`config.mk`:
```
export PLATFORM = sky130hd
export DESIGN_NAME = pe_ctrl_sequencer
export DESIGN_NICKNAME = d
export VERILOG_FILES = /design/src/rtl/pe_ctrl_pkg.sv /design/src/rtl/pe_ctrl_sequencer_decode.sv /design/src/rtl/pe_ctrl_sequencer.sv
export SDC_FILE = /design/constraint.sdc
export NUM_CORES = 1
export LEC_CHECK = 0
export ABC_CLOCK_PERIOD_IN_PS = 3200
export CELL_PAD_IN_SITES_DETAIL_PLACEMENT = 1
export CELL_PAD_IN_SITES_GLOBAL_PLACEMENT = 2
export CORE_ASPECT_RATIO = 0.9
export CORE_MARGIN = 10
export CORE_UTILIZATION = 29
export DETAILED_ROUTE_END_ITERATION = 10
export PLACE_DENSITY = 0.86
export SLEW_MARGIN = 20
export SYNTH_ARGS = -nofsm -noshare
export SYNTH_HDL_FRONTEND = slang
export SYNTH_SLANG_ARGS = --single-unit
```
`constraint.sdc`:
```
create_clock -name clk -period 3.2 [get_ports clk]
set_input_delay 0.32 -clock clk [delete_from_list [all_inputs] [get_ports clk]]
set_output_delay 0.32 -clock clk [all_outputs]
set_load 0.01 [all_outputs]
```
`src/rtl/pe_ctrl_pkg.sv`:
```
// Shared types and constants for the PE control sequencer.
// Holds mode/state encodings, crossbar words and output mux selects.
// No logic; imported by the sequencer top and its output decoder.
package pe_ctrl_pkg;

    typedef enum logic [1:0] {
        MODE_WS     = 2'd0,
        MODE_OS     = 2'd1,
        MODE_IS     = 2'd2,
        MODE_BYPASS = 2'd3
    } mode_e;

    typedef enum logic [2:0] {
        ST_IDLE    = 3'd0,
        ST_LOAD    = 3'd1,
        ST_COMPUTE = 3'd2,
        ST_DRAIN   = 3'd3,
        ST_DONE    = 3'd4
    } state_e;

    // Externally visible phase code; IDLE and DONE both report 0.
    localparam logic [1:0] PHASE_IDLE    = 2'd0;
    localparam logic [1:0] PHASE_LOAD    = 2'd1;
    localparam logic [1:0] PHASE_COMPUTE = 2'd2;
    localparam logic [1:0] PHASE_DRAIN   = 2'd3;

    localparam int XBAR_W = 16;

    localparam logic [1:0] CB_STRAIGHT = 2'b00;
    localparam logic [1:0] CB_SWAP     = 2'b01;

    // Crossbar words, crossbar 7 leftmost, crossbar 0 rightmost.
    localparam logic [XBAR_W-1:0] XBAR_STRAIGHT   = {8{CB_STRAIGHT}};
    localparam logic [XBAR_W-1:0] XBAR_OS_COMPUTE = {{2{CB_STRAIGHT}}, CB_SWAP, {5{CB_STRAIGHT}}};
    localparam logic [XBAR_W-1:0] XBAR_IS_COMPUTE = {{4{CB_STRAIGHT}}, CB_SWAP, CB_SWAP, {2{CB_STRAIGHT}}};
    localparam logic [XBAR_W-1:0] XBAR_BY_COMPUTE = {CB_SWAP, {7{CB_STRAIGHT}}};
    localparam logic [XBAR_W-1:0] XBAR_OS_DRAIN   = {{5{CB_STRAIGHT}}, CB_SWAP, {2{CB_STRAIGHT}}};

    localparam logic [1:0] MUX_IDLE    = 2'b00;
    localparam logic [1:0] MUX_COMPUTE = 2'b00;
    localparam logic [1:0] MUX_DRAIN   = 2'b01;
    localparam logic [1:0] MUX_LOAD    = 2'b11;

    function automatic logic [XBAR_W-1:0] compute_xbar(input mode_e mode);
        case (mode)
            MODE_OS:     return XBAR_OS_COMPUTE;
            MODE_IS:     return XBAR_IS_COMPUTE;
            MODE_BYPASS: return XBAR_BY_COMPUTE;
            default:     return XBAR_STRAIGHT;
        endcase
    endfunction

    function automatic logic [XBAR_W-1:0] drain_xbar(input mode_e mode);
        return (mode == MODE_OS) ? XBAR_OS_DRAIN : XBAR_STRAIGHT;
    endfunction

    function automatic logic [1:0] phase_of(input state_e st);
        case (st)
            ST_LOAD:    return PHASE_LOAD;
            ST_COMPUTE: return PHASE_COMPUTE;
            ST_DRAIN:   return PHASE_DRAIN;
            default:    return PHASE_IDLE;
        endcase
    endfunction

endpackage

```
`src/rtl/pe_ctrl_sequencer_decode.sv`:
```
// Combinational decode of sequencer state/mode into PE control outputs.
// Latency: zero (pure combinational).
// Backpressure: stall gates the enables and the clear pulse; selects hold.
module pe_ctrl_sequencer_decode
    import pe_ctrl_pkg::*;
(
    input  state_e            state,
    input  mode_e             mode,
    input  logic              first_cycle,
    input  logic              stall,
    output logic [XBAR_W-1:0] xbar,
    output logic [1:0]        mux_sel,
    output logic              mac_enable,
    output logic              accum_clear,
    output logic              output_stationary_enable
);

    // Per-phase control word; enables and clear are masked while stalled.
    always_comb begin
        xbar                     = XBAR_STRAIGHT;
        mux_sel                  = MUX_IDLE;
        mac_enable               = 1'b0;
        accum_clear              = 1'b0;
        output_stationary_enable = 1'b0;
        case (state)
            ST_LOAD: begin
                mux_sel     = MUX_LOAD;
                mac_enable  = ((mode == MODE_WS) || (mode == MODE_IS)) && !stall;
                accum_clear = first_cycle && (mode == MODE_OS) && !stall;
            end
            ST_COMPUTE: begin
                xbar                     = compute_xbar(mode);
                mux_sel                  = MUX_COMPUTE;
                mac_enable               = (mode != MODE_BYPASS) && !stall;
                output_stationary_enable = (mode == MODE_OS) && !stall;
            end
            ST_DRAIN: begin
                xbar    = drain_xbar(mode);
                mux_sel = MUX_DRAIN;
            end
            default: begin
                xbar = XBAR_STRAIGHT;
            end
        endcase
    end

endmodule

```
`src/rtl/pe_ctrl_sequencer.sv`:
```
// Sequences one dataflow command through LOAD -> COMPUTE -> DRAIN -> DONE.
// Latency: first phase starts the cycle after accept; each phase lasts its length.
// Backpressure: cmd_ready only in IDLE; stall freezes state and counter.
module pe_ctrl_sequencer
    import pe_ctrl_pkg::*;
#(
    parameter int CNT_W  = 8,
    parameter int NUM_CB = 8
) (
    input  logic                clk,
    input  logic                reset,
    input  logic                cmd_valid,
    output logic                cmd_ready,
    input  logic [1:0]          cmd_mode,
    input  logic [CNT_W-1:0]    cmd_load_len,
    input  logic [CNT_W-1:0]    cmd_k_len,
    input  logic [CNT_W-1:0]    cmd_drain_len,
    input  logic                stall,
    output logic [2*NUM_CB-1:0] ctrl_crossbar,
    output logic [1:0]          mux_sel,
    output logic                mac_enable,
    output logic                accum_clear,
    output logic                output_stationary_enable,
    output logic                busy,
    output logic                done,
    output logic [1:0]          phase
);

    localparam logic [CNT_W-1:0] CNT_ONE = CNT_W'(1);

    state_e           state_q, state_d;
    mode_e            mode_q;
    logic [CNT_W-1:0] cnt_q, cnt_d;
    logic [CNT_W-1:0] k_len_q, drain_len_q;
    logic             first_q, first_d;
    logic             accept;

    // First phase with a nonzero length, in LOAD/COMPUTE/DRAIN order.
    function automatic state_e pick_phase(input logic [CNT_W-1:0] l, k, d);
        if (l != '0)      return ST_LOAD;
        else if (k != '0) return ST_COMPUTE;
        else if (d != '0) return ST_DRAIN;
        else              return ST_DONE;
    endfunction

    // Counter preload for the phase chosen by pick_phase.
    function automatic logic [CNT_W-1:0] pick_len(input logic [CNT_W-1:0] l, k, d);
        if (l != '0)      return l - CNT_ONE;
        else if (k != '0) return k - CNT_ONE;
        else if (d != '0) return d - CNT_ONE;
        else              return '0;
    endfunction

    assign cmd_ready = (state_q == ST_IDLE);
    assign accept    = cmd_valid && cmd_ready;

    // Next state, counter and first-LOAD-cycle flag.
    always_comb begin
        state_d = state_q;
        cnt_d   = cnt_q;
        first_d = first_q;
        case (state_q)
            ST_IDLE: begin
                if (cmd_valid) begin
                    state_d = pick_phase(cmd_load_len, cmd_k_len, cmd_drain_len);
                    cnt_d   = pick_len(cmd_load_len, cmd_k_len, cmd_drain_len);
                end
            end
            ST_LOAD: begin
                if (!stall) begin
                    first_d = 1'b0;
                    if (cnt_q == '0) begin
                        state_d = pick_phase('0, k_len_q, drain_len_q);
                        cnt_d   = pick_len('0, k_len_q, drain_len_q);
                    end else begin
                        cnt_d = cnt_q - CNT_ONE;
                    end
                end
            end
            ST_COMPUTE: begin
                if (!stall) begin
                    if (cnt_q == '0) begin
                        state_d = pick_phase('0, '0, drain_len_q);
                        cnt_d   = pick_len('0, '0, drain_len_q);
                    end else begin
                        cnt_d = cnt_q - CNT_ONE;
                    end
                end
            end
            ST_DRAIN: begin
                if (!stall) begin
                    if (cnt_q == '0) begin
                        state_d = ST_DONE;
                        cnt_d   = '0;
                    end else begin
                        cnt_d = cnt_q - CNT_ONE;
                    end
                end
            end
            ST_DONE: begin
                if (!stall) state_d = ST_IDLE;
            end
            default: begin
                state_d = ST_IDLE;
                cnt_d   = '0;
            end
        endcase
        // Arm the clear pulse whenever LOAD is entered.
        if ((state_d == ST_LOAD) && (state_q != ST_LOAD)) first_d = 1'b1;
    end

    // Sequencer state registers.
    always_ff @(posedge clk or posedge reset) begin
        if (reset) begin
            state_q <= ST_IDLE;
            cnt_q   <= '0;
            first_q <= 1'b0;
        end else begin
            state_q <= state_d;
            cnt_q   <= cnt_d;
            first_q <= first_d;
        end
    end

    // Command fields captured on accept only.
    always_ff @(posedge clk or posedge reset) begin
        if (reset) begin
            mode_q      <= MODE_WS;
            k_len_q     <= '0;
            drain_len_q <= '0;
        end else if (accept) begin
            mode_q      <= mode_e'(cmd_mode);
            k_len_q     <= cmd_k_len;
            drain_len_q <= cmd_drain_len;
        end
    end

    pe_ctrl_sequencer_decode u_decode (
        .state                    (state_q),
        .mode                     (mode_q),
        .first_cycle              (first_q),
        .stall                    (stall),
        .xbar                     (ctrl_crossbar),
        .mux_sel                  (mux_sel),
        .mac_enable               (mac_enable),
        .accum_clear              (accum_clear),
        .output_stationary_enable (output_stationary_enable)
    );

    assign busy  = (state_q != ST_IDLE);
    assign done  = (state_q == ST_DONE);
    assign phase = phase_of(state_q);

endmodule

```
* Word level (Yosys, flattened, before mapping)
Cells that the tools add are included.
Word-level totals: register bits after elaboration 30, input bits 30, output and inout port bits 26, word-level logic and storage cells 87
Operators by class: $add $sub $neg 6, equality and inequality tests 15, multiplexer cells 38, bitwise logic cells 1, reduce and logical (&&, ||, !) cells 21
Operator list (number):
- 2-to-1 mux 8 bit | 12
- subtractor 8 x 1 -> 8 bit, second input constant | 6
- case mux 15 bit (3 select lines) | 1
- case mux 8 bit (5 select lines) | 1
- nonzero test 8 bit | 5
- 2-to-1 mux 3 bit | 13
- case mux 16 bit (2 select lines) | 1
- case mux 3 bit (5 select lines) | 1
- != test 2 bit, second input constant | 5
- zero test 8 bit | 1
- logical AND 1 bit | 7
- == test 3 x 1 -> 1 bit, second input constant | 2
- == test 3 x 2 -> 1 bit, second input constant | 2
- case mux 2 bit (3 select lines) | 1
- 2-to-1 mux 1 bit | 5
- 2-to-1 mux 5 bit | 1
- AND reduction 5 bit | 1
- == test 2 bit, second input constant | 2
- case mux 2 bit (2 select lines) | 1
- == test 3 bit, second input constant | 1
- zero test 3 bit | 1
- != test 3 x 1 -> 1 bit, second input constant | 1
- nonzero test 3 bit | 1
- == test 2 x 1 -> 1 bit, second input constant | 1
- other kinds (8) | 8

* Logic depth before layout (Yosys ltp)
Gate-level depths: netlist (run 1).
depth in word-level cells 10, mapped depth 9, mapped depth without buffers 8

* By module
A second synthesis (run 1) with hierarchy kept.
Unflattened totals: cells, all modules 340, area total of the unflattened synthesis 2772.7 um^2
By module, submodules not included:
- pe_ctrl_sequencer | times used 1, cells an instance 309, area an instance 2552.4 um^2, sequential area each 750.7 um^2
- pe_ctrl_sequencer_decode | times used 1, cells an instance 31, area an instance 220.2 um^2, sequential area each 0.0 um^2

* Worst setup path before layout (run 1)
OpenSTA, ideal clock, no wires.
path type register -> register, from register k_len_q[0], to register cnt_q[7], library setup time 0.124 ns, arrival time 2.174 ns, required time 3.076 ns, slack 0.903 ns, cell stages (with the launch flop) 9, buffers on the path 0, period minus slack after synthesis 2.297 ns, cells stage by stage dfrtp_1 inv_1 ha_1 or4b_4 or4_4 and2_4 o22ai_2 o21ai_1 a211o_1
On the way: longest elaborated chain between the ends 5, elaborated cells between the ends (all ways) 6, those cells by class add/sub: 1; mux: 4; reduce/logical: 1
RTL lines:
- start: declaration | RTL line pe_ctrl_sequencer.sv:34 | logic [CNT_W-1:0] k_len_q, drain_len_q;
- start signal: assignment | RTL line pe_ctrl_sequencer.sv:133 | k_len_q <= cmd_k_len;
- subtractor 8 x 1 -> 8 bit or nonzero test 8 bit (tied branches) | RTL line pe_ctrl_sequencer.sv:49 | else if (k != '0) return k - CNT_ONE;
- 2-to-1 mux 8 bit (*) | RTL line pe_ctrl_sequencer.sv:49
- 2-to-1 mux 8 bit (*) | RTL line pe_ctrl_sequencer.sv:72 | if (cnt_q == '0) begin
- 2-to-1 mux 8 bit (*) | RTL line pe_ctrl_sequencer.sv:70 | if (!stall) begin
- case mux 8 bit (5 select lines) (*) | RTL line pe_ctrl_sequencer.sv:62 | case (state_q)
- end signal: assignment | RTL line pe_ctrl_sequencer.sv:120 | cnt_q <= cnt_d;
- end: declaration | RTL line pe_ctrl_sequencer.sv:33 | logic [CNT_W-1:0] cnt_q, cnt_d;
Mark *: on every way between the ends. The rest lies on a longest branch, timed or not. The select of a mux whose other input is x is not followed. A chain may end at the register's enable or synchronous reset.

* Final worst setup path (run 1)
from input cmd_drain_len[2], to register cnt_q[4]
On the way: longest elaborated chain between the ends 6, elaborated cells between the ends (all ways) 7, those cells by class add/sub: 1; mux: 5; reduce/logical: 1
RTL lines:
- start: declaration | RTL line pe_ctrl_sequencer.sv:17 | input logic [CNT_W-1:0] cmd_drain_len,
- subtractor 8 x 1 -> 8 bit or nonzero test 8 bit (tied branches) | RTL line pe_ctrl_sequencer.sv:50 | else if (d != '0) return d - CNT_ONE;
- 2-to-1 mux 8 bit (*) | RTL line pe_ctrl_sequencer.sv:50
- 2-to-1 mux 8 bit (*) | RTL line pe_ctrl_sequencer.sv:49
- 2-to-1 mux 8 bit (*) | RTL line pe_ctrl_sequencer.sv:48 | if (l != '0) return l - CNT_ONE;
- 2-to-1 mux 8 bit (*) | RTL line pe_ctrl_sequencer.sv:64 | if (cmd_valid) begin
- case mux 8 bit (5 select lines) (*) | RTL line pe_ctrl_sequencer.sv:62
Marks and branches as above.

==> results of run 1 <==
==> routing by layer <==
metal / share of wire (%) / wire length (µm) / vias up
li1: - / - / 1324
met1: 48 / 4376 / 1287
met2: 45 / 4091 / 85
met3: 6.3 / 577 / 8
met4: 1.0 / 92 / 0
met5: 0 / 0 / -
==> registers in the layout (all words and copies together), names as in the netlist <==
signal / count
cnt_q: 8
state_q: 3
k_len_q: 8
mode_q: 2
drain_len_q: 8
first_q: 1
==> layout make-up <==
type | instances | area, µm² | share of cell area, %
clock buffer | 8 | 110.1 | 3.355
inverter | 20 | 75.07 | 2.287
multi-input combinational | 299 | 1748 | 53.26
sequential | 30 | 750.7 | 22.87
tap | 122 | 152.6 | 4.651
timing repair buffer | 45 | 445.4 | 13.57
==> worst register-to-register path, delay by kind of cell, from the launching register on <==
| kind | cells | cell delay (ns) |
|---|---|---|
| buf+inv | 1 | 0.09 |
| flops | 1 | 0.42 |
| simple gates | 3 | 1.13 |
| compound gates | 3 | 0.55 |
| fa+ha+maj | 1 | 0.22 |
==> worst max-delay path by stage <==
stage,start,endpoint,slack (ns),cells after the start
after CTS,state_q[0],mac_enable,0.56,6
after detailed placement,cmd_drain_len[2],cnt_q[4],0.41,7
after floorplan,k_len_q[0],cnt_q[7],0.90,8
after global placement,cmd_drain_len[2],cnt_q[4],0.57,7
after global routing,cmd_drain_len[2],cnt_q[4],0.39,7
final,cmd_drain_len[2],cnt_q[4],0.60,7
==> cell families after synthesis <==
| family | share of synthesized area [%] |
|---|---|
| muxes | 1.964 |
| buffers and inverters | 8.181 |
| and+or+nand+nor | 31.23 |
| xor gates and xnor gates | 7.199 |
| adders and majority gates | 4.208 |
| AOI/OAI and AO/OA | 19.03 |
| other | 0.1401 |
| DFF | 28.05 |
==> layout by cell type (no fill, tap or decap), drive strengths merged, types with 5 or more instances in the layout <==
cell	n
nand2	72
clkdlybuf4s50	43
dfrtp	30
o21ai	30
nor2	28
inv	20
nor3	19
a21oi	18
xnor2	12
conb	12
xor2	10
ha	9
nor2b	8
clkbuf	8
nand3	6
nor4	5
nand2b	5
o221ai	5
==> power breakdown <==
part           switching [mW]  total [mW]  internal [mW]
Sequential              0.266       0.821          0.555
Combinational           0.712        1.29          0.579
Clock                   0.162       0.379          0.217
==> per-stage QoR <==
step / hold WS [ns] / instances / total power, mW / area (µm²) / worst slack, ns
6_report: 0.4232 / 524 / 2.492 / 3282 / 0.5990
5_1_grt: 0.4812 / 524 / 2.697 / 3282 / 0.3923
4_1_cts: 0.4494 / 524 / 2.498 / 3282 / 0.5648
3_5_place_dp: 0.5289 / 516 / 2.105 / 3172 / 0.4063
3_3_place_gp: 0.4930 / 516 / 2.059 / 3172 / 0.5749
2_1_floorplan: 0.4108 / 370 / 1.671 / 2718 / 0.9026
==> summary.md, run 1 <==
| Metric | Value |
|---|---|
| Status | finished clean |
| First-pass GRT wire length | around 14,000 µm |
| FF-to-FF End | cnt_q[7] |
| Die Y | 111.1 µm |
| Post-CTS Setup Repair Bufs | 0 |
| Port bufs | 43 |
| Post-synth ARST share | between 90% and 100% |
| Power per cell area | about 760 nW/µm² |
| Initial antenna violation count | 0 |
| Final slew viol count | 0 |
| Crit path largest cell delay | 0.58 ns |
| Detail Placement HPWL | roughly 7300 µm |
| Fmax | ~380 MHz |
| Die area | around 13,000 µm² |
| R2R depth | 8 |
| Post-synthesis sequential area ratio | around 28% |
| Top FF cell, synth | dfrtp_1 |
| Vias | 2,704 |
| Met1 Use GR | between 10% and 20% |
| Largest area contributor in the netlist | dfrtp_1 |
| Syn avg cell area | between 7 and 8 µm² |
| Top-count cell post-synth | nand2_1 |
| Crit-path slowest cell | or4_1 |
| Synth cell count leaders | 72 x nand2_1, 30 x dfrtp_1, 28 x nor2_1, 28 x o21ai_0, 20 x inv_1 |
| Delay-heaviest family, CP | simple AND/OR/NAND/NOR gates |
| Ant diodes | 0 |
| Min-delay worst type | primary input to async pin |
| Routed wire per std cell | between 15 and 20 µm |
| Root Driver | clkbuf_8 |
| Clk sinks | 30 |
| Core area | ~9000 µm² |
| Grt total ovfl | 0 |
| Slew @ Worst Pin | between 0.7 and 0.8 ns |
| Initial DRT Pass Iterations | 4 |
| Buf/Inv on CP | 1 |
| Fraction of layout cells with a size suffix above 1 | around 5.2% |
| Met3 Resource Use GR | under 10% |
| Yosys Warn Count | 0 |
| Drc violations | 0 |
| Hold buffers post-CTS | 0 |
| CTS buffer count | 5 |
| Flops & latches, synth | 30 |
| Final setup TNS | 0 ns |
| Worst setup EP type | flop |
| M2 GR Usage | 20.63% |
| Gr busiest metal | met2 |
| Placement Rows | 33 |
| Final #Nets | 440 |
| Slew headroom | slightly above 50% |
| Crit path time final | 2.601 ns |
| Post_cts resized | 0 |
| Critical path arrival | between 2 and 3 ns |
| Max-cap violation count | 0 |
| Worst reg-to-reg setup slack | between 0.6 and 0.7 ns |
| Num ports | between 50 and 60 |
| Htree depth | 2 |
| Layout Skew | 0.004655 ns |
| Post-synth design cell area | 2676 µm² |
| Largest net degree at the start of global routing | 32 |
| Critical path peak fanout | 6 |
| Netlist cell types | 56 |
| Crit start category | primary input |
| Critical path type | primary input to flop |
| Lkg Pwr | ~1.3 nW |
| Final hold violation count | 0 |
| Area grow syn2layout | 22.63% |
| Width of the die | roughly 120 µm |
| Final core occ | ~36% |
| Final ANT Viol Nets | 0 |
| Final Cycle Share | between 80% and 90% |
| Starting density of the core | approximately 30% |
| Vias/cell | between 5 and 6 |
| Yosys top cell area share | around 28% |
| Post-synth EDFFs | 0 |
| Peak VDD IR | roughly 0.00035 V |
| Worst-path clk slew | roughly 0.070 ns |
| CTS tree | yes |
| Final setup fails | 0 |
| R2r startpoint | k_len_q[0] |
| Area contributors post-synth | dfrtp_1 28%, nand2_1 10%, o21ai_0 5.2%, ha_1 4.2%, nor2_1 3.9% |
| Post-Route WL | between 9000 and 10,000 µm |
| Number of fill cells | roughly 1,100 |
| Crit-path cells | clkdlybuf4s50_1, or4_1, nor4b_1, nand2b_1, o2111ai_1, a32oi_1, o21ai_0 |
| Routability Congestion | approximately 0.86 |
| Iteration-0 DRC Markers | roughly 170 |
| Syn Inst Count | around 360 |
| RSZ-0062 raised after global routing | false |
| All-Layer GR Usage | a little over an eighth |
| Max Buffers Root-to-Sink | 2 |
| Worst path required time | ~3.4 ns |
| Vias in the first global route | between 2,000 and 3,000 |
| Clock latency on the worst-skew pair | 0.29 ns |
(Power assumes the default switching activity.)
==> run 2: changes to the inputs <==
--- a/config.mk
+++ b/config.mk
@@ -5,7 +5,7 @@
 export SDC_FILE = /design/constraint.sdc
 export NUM_CORES = 1
 export LEC_CHECK = 0
-export ABC_CLOCK_PERIOD_IN_PS = 3200
+export ABC_CLOCK_PERIOD_IN_PS = 2400
 export CELL_PAD_IN_SITES_DETAIL_PLACEMENT = 1
 export CELL_PAD_IN_SITES_GLOBAL_PLACEMENT = 2
 export CORE_ASPECT_RATIO = 0.9
==> constraint.sdc (replaced) <==
create_clock -name clk -period 2.4 [get_ports clk]
set_input_delay 0.24 -clock clk [delete_from_list [all_inputs] [get_ports clk]]
set_output_delay 0.24 -clock clk [all_outputs]
set_load 0.01 [all_outputs]
==> run 2 against run 1 <==
Effect of this change: sequential cell count is the same; clock skew grew 0.0064 ns; largest power group unchanged; largest cell class unchanged; first-iteration DRC count down 28%; global-route usage grew 0.97 points; critical path type is now flop to flop; die area did not move; sequential share of layout area shrank 1.8 points; worst setup slack worse by 0.51 ns; register-to-register slack got worse by 0.58 ns; highest routed layer unchanged; utilization rose by 3.1 points; clock power is 36% higher.
==> summary.md, run 2 (synthesis gave the netlist of run 1 again) <==
| Metric | Value |
|---|---|
| Grt total ovfl | 0 (unchanged) |
| CTS tree | yes |
| Root Driver | clkbuf_8 |
| Placed cell count | 546 (+5.8%) |
| Sw frac | 44.16% (-1.6 points) |
| Internal | 1.988 mW (+47%) |
| Drc violations | 0 (unchanged) |
| Lkg Pwr | 1.492 nW (+12%) |
| Htree depth | 2 (unchanged) |
| Starting density of the core | 29.60% (unchanged) |
| All-Layer GR Usage | 14.03% (+0.97 points) |
| Routability Congestion | 0.9115 (+6.4%) |
| First-pass GRT wire length | 15,620 µm (+8.3%) |
| Area grow syn2layout | 33.15% |
| Vias in the first global route | 3,012 (+8.3%) |
| Placement Rows | 33 (unchanged) |
| CTS buffer count | 5 (unchanged) |
| Largest regs | cnt_q: 8 flops, drain_len_q: 8 flops, k_len_q: 8 flops |
| Layout Skew | 0.01104 ns (+0.006385 ns) |
| Finished Layout Cells | 556 (+6.1%) |
| Power per cell area | 999.2 nW/µm² (+32%) |
| Min-delay worst type | primary input to async pin |
| Crit start category | flop |
| Part of the power in combinational logic | 56.1% (+4.3 points) |
| Hold buffers post-CTS | 0 (unchanged) |
| Worst path required time | 2.56 ns (-0.80 ns) |
| Iteration-0 DRC Markers | 124 (-28%) |
| RSZ-0062 raised after global routing | true |
| Total chip power | 3.561 mW (+43%) |
| Fin Hold WS | 0.3436 ns (-0.07964 ns) |
| Routed wire per std cell | 17.03 µm (-2.3%) |
| Core area | 9042 µm² (unchanged) |
| Largest net degree at the start of global routing | 31 (-3.1%) |
| Width of the die | 121.3 µm (unchanged) |
| Crit path time final | between 2 and 2.5 ns |
| Final core occ | 39.41% (+3.1 points) |
| Clk pwr share | 14.5% (-0.7 points) |
| Final ANT Viol Nets | 0 (unchanged) |
| Num ports | 56 (unchanged) |
| Final setup fails | 0 (unchanged) |
| Final #Nets | 472 (+7.3%) |
| Final setup TNS | 0 ns (unchanged) |
| Detail Placement HPWL | 7756 µm (+6.8%) |
| Initial antenna violation count | 0 (unchanged) |
| Critical path type | flop to flop |
| Most frequent cells in the layout | 70 x nand2_1, 43 x clkdlybuf4s50_1, 34 x buf_4 |
| Peak VDD IR | 0.0003900 V (+11%) |
| Initial DRT Pass Iterations | 4 (unchanged) |
| Final slew viol count | 0 (unchanged) |
| Number of fill cells | 1,130 (+0.36%) |
| Fmax | 432.4 MHz |
| Max-cap violation count | 0 (unchanged) |
| Die Y | 111.1 µm (unchanged) |
| Area occupied by multi-input gates | 1789 µm² (+2.4%) |
| Worst setup EP type | flop |
| Clock latency on the worst-skew pair | 0.29 ns (about the same) |
| FF+latch area | 750.7 µm² (unchanged) |
| Critical path arrival | 2.48 ns (-0.28 ns) |
| Vias/cell | 5.076 (-1.6%) |
| Most common cell after layout, fill and taps aside | nand2_1 |
| Die area | 13,480 µm² (unchanged) |
| Final Cycle Share | 96.36% |
| Critical path peak fanout | 5 (-1) |
| Switch Pwr | 1.572 mW (+38%) |
| Flop pwr share | 29.4% (-3.6 points) |
| Clk sinks | 30 (unchanged) |
| Port bufs | 43 (unchanged) |
| Max Buffers Root-to-Sink | 2 (unchanged) |
| Worst-path clk slew | 0.07 ns (about the same) |
| Vias | 2,822 (+4.4%) |
| Status | finished clean |
| Final hold violation count | 0 (unchanged) |
| Fraction of layout cells with a size suffix above 1 | 14.52% (+9.3 points) |
| Post-Route WL | 9469 µm (+3.6%) |
| Ant diodes | 0 (unchanged) |
==> run 2: cell count changes in the layout (fill, tap and decap cells not counted), sizes merged <==
cell	previous run	this run
clkbuf	8	6
clkinvlp	0	1
buf	2	34
bufinv	0	1
==> run 2: path summary, 6_finish.rpt <==
path | to | startpoint | slack, ns | depth (start not counted)
max | cnt_q[7] | k_len_q[0] | 0.09 | 8
min | mode_q[1] | reset | 0.34 | 3
max reg2reg | cnt_q[7] | k_len_q[0] | 0.09 | 8
min reg2reg | first_q | first_q | 0.52 | 2
max in group asynchronous | cnt_q[4] | reset | 1.74 | 3
min in group clk | mode_q[0] | cmd_mode[0] | 0.50 | 3
==> run 2: repair_timing <==
| action | 4_1_cts | 5_1_grt |
|---|---|---|
| setup buffers | 0 | 2 |
| gates resized for setup | 0 | 14 |
| setup endpoints to repair | 0 | 12 |
==> run 2: metrics by stage <==
stage	instance area (µm²)	setup slack [ns]
final	3563	0.08733
after global routing	3563	-0.02360
after CTS	3507	0.04057
after detailed placement	3397	-0.08851
after global placement	3397	0.01189
after floorplan	2718	0.1026
==> run 2: final cells by class <==
cell class | count | area share [%]
Sequential cell | 30 | 21.07
Inverter | 20 | 2.107
Multi-Input combinational cell | 299 | 50.21
Clock inverter | 2 | 1.053
Timing Repair Buffer | 77 | 19.24
Tap cell | 122 | 4.284
Clock buffer | 6 | 2.037
==> run 2: power by group through the flow <==
stage	logic [mW]	clock network (mW)	registers (mW)
finish	2.00	0.517	1.05
global route	2.27	0.551	1.09
CTS	1.93	0.525	1.04
detailed placement	1.91	0	1.04
global placement	1.86	0	1.03
floorplan	1.26	0	0.968
==> run 2: layer usage <==
metal  wire length [µm]  track usage, %  vias up
met2               4204           21.86       81
li1                   -               -     1389
met3                611           3.411       12
met4                150           3.257        0
met1               4503           18.91     1340
met5                  0               0        -
==> run 2: critical path: stages, from the launching register on <==
cell and delay [ns]:
dfrtp_1 0.39, inv_2 0.08, ha_4 0.13, or4b_4 0.48, or4_4 0.45, and2_4 0.16
o22ai_2 0.13, o21ai_2 0.09, a211o_1 0.28
==> run 3: changes to the inputs <==
--- a/config.mk
+++ b/config.mk
@@ -12,6 +12,7 @@
 export CORE_MARGIN = 10
 export CORE_UTILIZATION = 29
 export DETAILED_ROUTE_END_ITERATION = 10
+export GPL_TIMING_DRIVEN = 0
 export PLACE_DENSITY = 0.86
 export SLEW_MARGIN = 20
 export SYNTH_ARGS = -nofsm -noshare
==> run 3 against run 2 <==
Effect of this change: cell count shrank 1.4%; clock skew decreased by 0.0061 ns; power shrank 4.0%; largest power group unchanged.
==> summary.md, run 3 (synthesis gave the netlist of run 1 again) <==
| Metric | Value |
|---|---|
| Fraction of layout cells with a size suffix above 1 | 13.38% (-1.1 points) |
| Vias in the first global route | 2,841 (-5.7%) |
| Vias/cell | 5.077 (about the same) |
| Initial DRT Pass Iterations | 4 (unchanged) |
| Final slew viol count | 0 (unchanged) |
| Starting density of the core | 29.60% (unchanged) |
| Final core occ | 39.08% (-0.33 points) |
| Htree depth | 2 (unchanged) |
| CTS tree | yes |
| Fin Hold WS | 0.3722 ns (+0.02856 ns) |
| Num ports | 56 (unchanged) |
| Power per cell area | 967.1 nW/µm² (-3.2%) |
| RSZ-0062 raised after global routing | true |
| Final ANT Viol Nets | 0 (unchanged) |
| Detail Placement HPWL | 7342 µm (-5.3%) |
| Setup slack at placement | -0.4989 ns (-0.4104 ns) |
| Top Metal Used | met4 |
| Status | finished clean |
| Most frequent cells in the layout | 71 x nand2_1, 42 x clkdlybuf4s50_1, 30 x dfrtp_1 |
| Flop pwr share | 30.8% (+1.4 points) |
| Drc violations | 0 (unchanged) |
| Max-cap violation count | 0 (unchanged) |
| Vias | 2,782 (-1.4%) |
| Met3 routed WL | 564 µm (-7.7%) |
| Area grow syn2layout | 32.02% |
| Slew @ Worst Pin | 0.6551 ns |
| Crit start category | flop |
| Width of the die | 121.3 µm (unchanged) |
| Critical path arrival | 2.54 ns (+0.06 ns) |
| Lkg Pwr | 1.480 nW (-0.82%) |
| Iteration-0 DRC Markers | 137 (+10%) |
| Final Cycle Share | 98.80% (+2.4 points) |
| Placement Rows | 33 (unchanged) |
| Final hold violation count | 0 (unchanged) |
| Worst setup EP type | flop |
| Area occupied by multi-input gates | 1848 µm² (+3.3%) |
| Crit path time final | 2.371 ns (+0.05864 ns) |
| Placed cell count | 535 (-2.0%) |
| Critical path type | flop to flop |
| Die area | 13,480 µm² (unchanged) |
| Finished Layout Cells | 548 (-1.4%) |
| Clk pwr share | 12.6% (-1.9 points) |
| Setup WS post-layout | 0.02869 ns (-0.05864 ns) |
| CTS buffer count | 5 (unchanged) |
| Hold buffers post-CTS | 0 (unchanged) |
| Critical path peak fanout | 5 (unchanged) |
| Clk sinks | 30 (unchanged) |
| All-Layer GR Usage | 13.31% (-0.72 points) |
| Root Driver | clkbuf_8 |
| Core area | 9042 µm² (unchanged) |
| Routed wire per std cell | 16.63 µm (-2.4%) |
| Port bufs | 43 (unchanged) |
| Metal2 WL | 4033 µm (-4.1%) |
| Part of the power in combinational logic | 56.5% (+0.4 points) |
| Grt total ovfl | 0 (unchanged) |
| Min-delay worst type | primary input to async pin |
| Internal | 1.862 mW (-6.3%) |
| Switch Pwr | 1.555 mW (-1.1%) |
| Final #Nets | 464 (-1.7%) |
| Worst path required time | 2.57 ns (about the same) |
| Die Y | 111.1 µm (unchanged) |
| Post-Route WL | 9112 µm (-3.8%) |
| Met1 Wirelength | 4410 µm (-2.1%) |
| Largest net degree at the start of global routing | 31 (unchanged) |
| Slew headroom | between 50% and 60% |
| Final setup fails | 0 (unchanged) |
| Layout Skew | 0.004961 ns (-0.006079 ns) |
| Largest regs | cnt_q: 8 flops, drain_len_q: 8 flops, k_len_q: 8 flops |
| Worst-path clk slew | 0.07 ns (about the same) |
| Initial antenna violation count | 0 (unchanged) |
| FF+latch area | 750.7 µm² (unchanged) |
| Most common cell after layout, fill and taps aside | nand2_1 |
| Fmax | 421.7 MHz (-2.5%) |
| Sw frac | 45.51% (+1.3 points) |
| Max Buffers Root-to-Sink | 2 (unchanged) |
| Ant diodes | 0 (unchanged) |
| Peak VDD IR | 0.0002958 V (-24%) |
| Routability Congestion | 0.8489 (-6.9%) |
| Clock latency on the worst-skew pair | 0.29 ns (about the same) |
| First-pass GRT wire length | 14,570 µm (-6.7%) |
| Number of fill cells | 1,130 (unchanged) |
run 3: power groups by stage:
stage	Clock (mW)	Sequential [mW]	Combinational, mW
2_1_floorplan	0	0.968	1.26
3_3_place_gp	0	1.05	1.74
3_5_place_dp	0	1.06	1.80
4_1_cts	0.445	1.04	1.89
5_1_grt	0.466	1.10	2.16
6_report	0.431	1.05	1.93
run 3: path summary, 6_finish.rpt:
check                                      start              to  slack [ns]  cells past startpoint
worst max-delay path                  k_len_q[0]        cnt_q[7]        0.03                      8
worst min-delay path                       reset       mode_q[0]        0.37                      2
worst max register to register        k_len_q[0]        cnt_q[7]        0.03                      8
worst min register to register           first_q         first_q        0.51                      2
max in group asynchronous                  reset  drain_len_q[1]        1.60                      2
min in group clk                cmd_drain_len[2]  drain_len_q[2]        0.39                      3
run 3: per-layer routing:
metal / GRT usage, % / vias up
met1: 17.92 / 1335
met2: 20.49 / 66
met5: 0 / -
li1: - / 1372
met4: 3.574 / 0
met3: 3.310 / 9
run 3: area by class of cell:
cell class | count | area share (%)
Tap cell | 122 | 4.320
Multi-Input combinational cell | 299 | 52.30
Buffer | 21 | 4.108
Clock buffer | 7 | 2.443
Sequential cell | 30 | 21.25
Timing Repair Buffer | 48 | 13.31
Clock inverter | 1 | 0.1416
Inverter | 20 | 2.125
run 3: what timing repair did:
action                                 4_1_cts  5_1_grt
setup endpoints to repair                   19       23
setup buffers                                2        3
gates resized for setup                     12       15
pin swaps                                    1        2
endpoints found under the hold margin        0        0
run 3: worst max-delay path, cell delays in order (launching register included):
cell and delay, ns:
dfrtp_1 0.39, inv_2 0.09, ha_4 0.16, or4b_4 0.49
or4_4 0.47, and2_4 0.16, o22ai_2 0.12, o21ai_2 0.11
a211o_1 0.27
run 3: metrics by stage:
step                      total power [mW]  TNS [ns]  area (µm²)
after detailed placement             2.856    -3.528        3301
after floorplan                      2.228         0        2718
after global routing                 3.727  -0.09339        3533
after CTS                            3.378         0        3457
after global placement               2.789    -2.881        3301
final                                3.417         0        3533
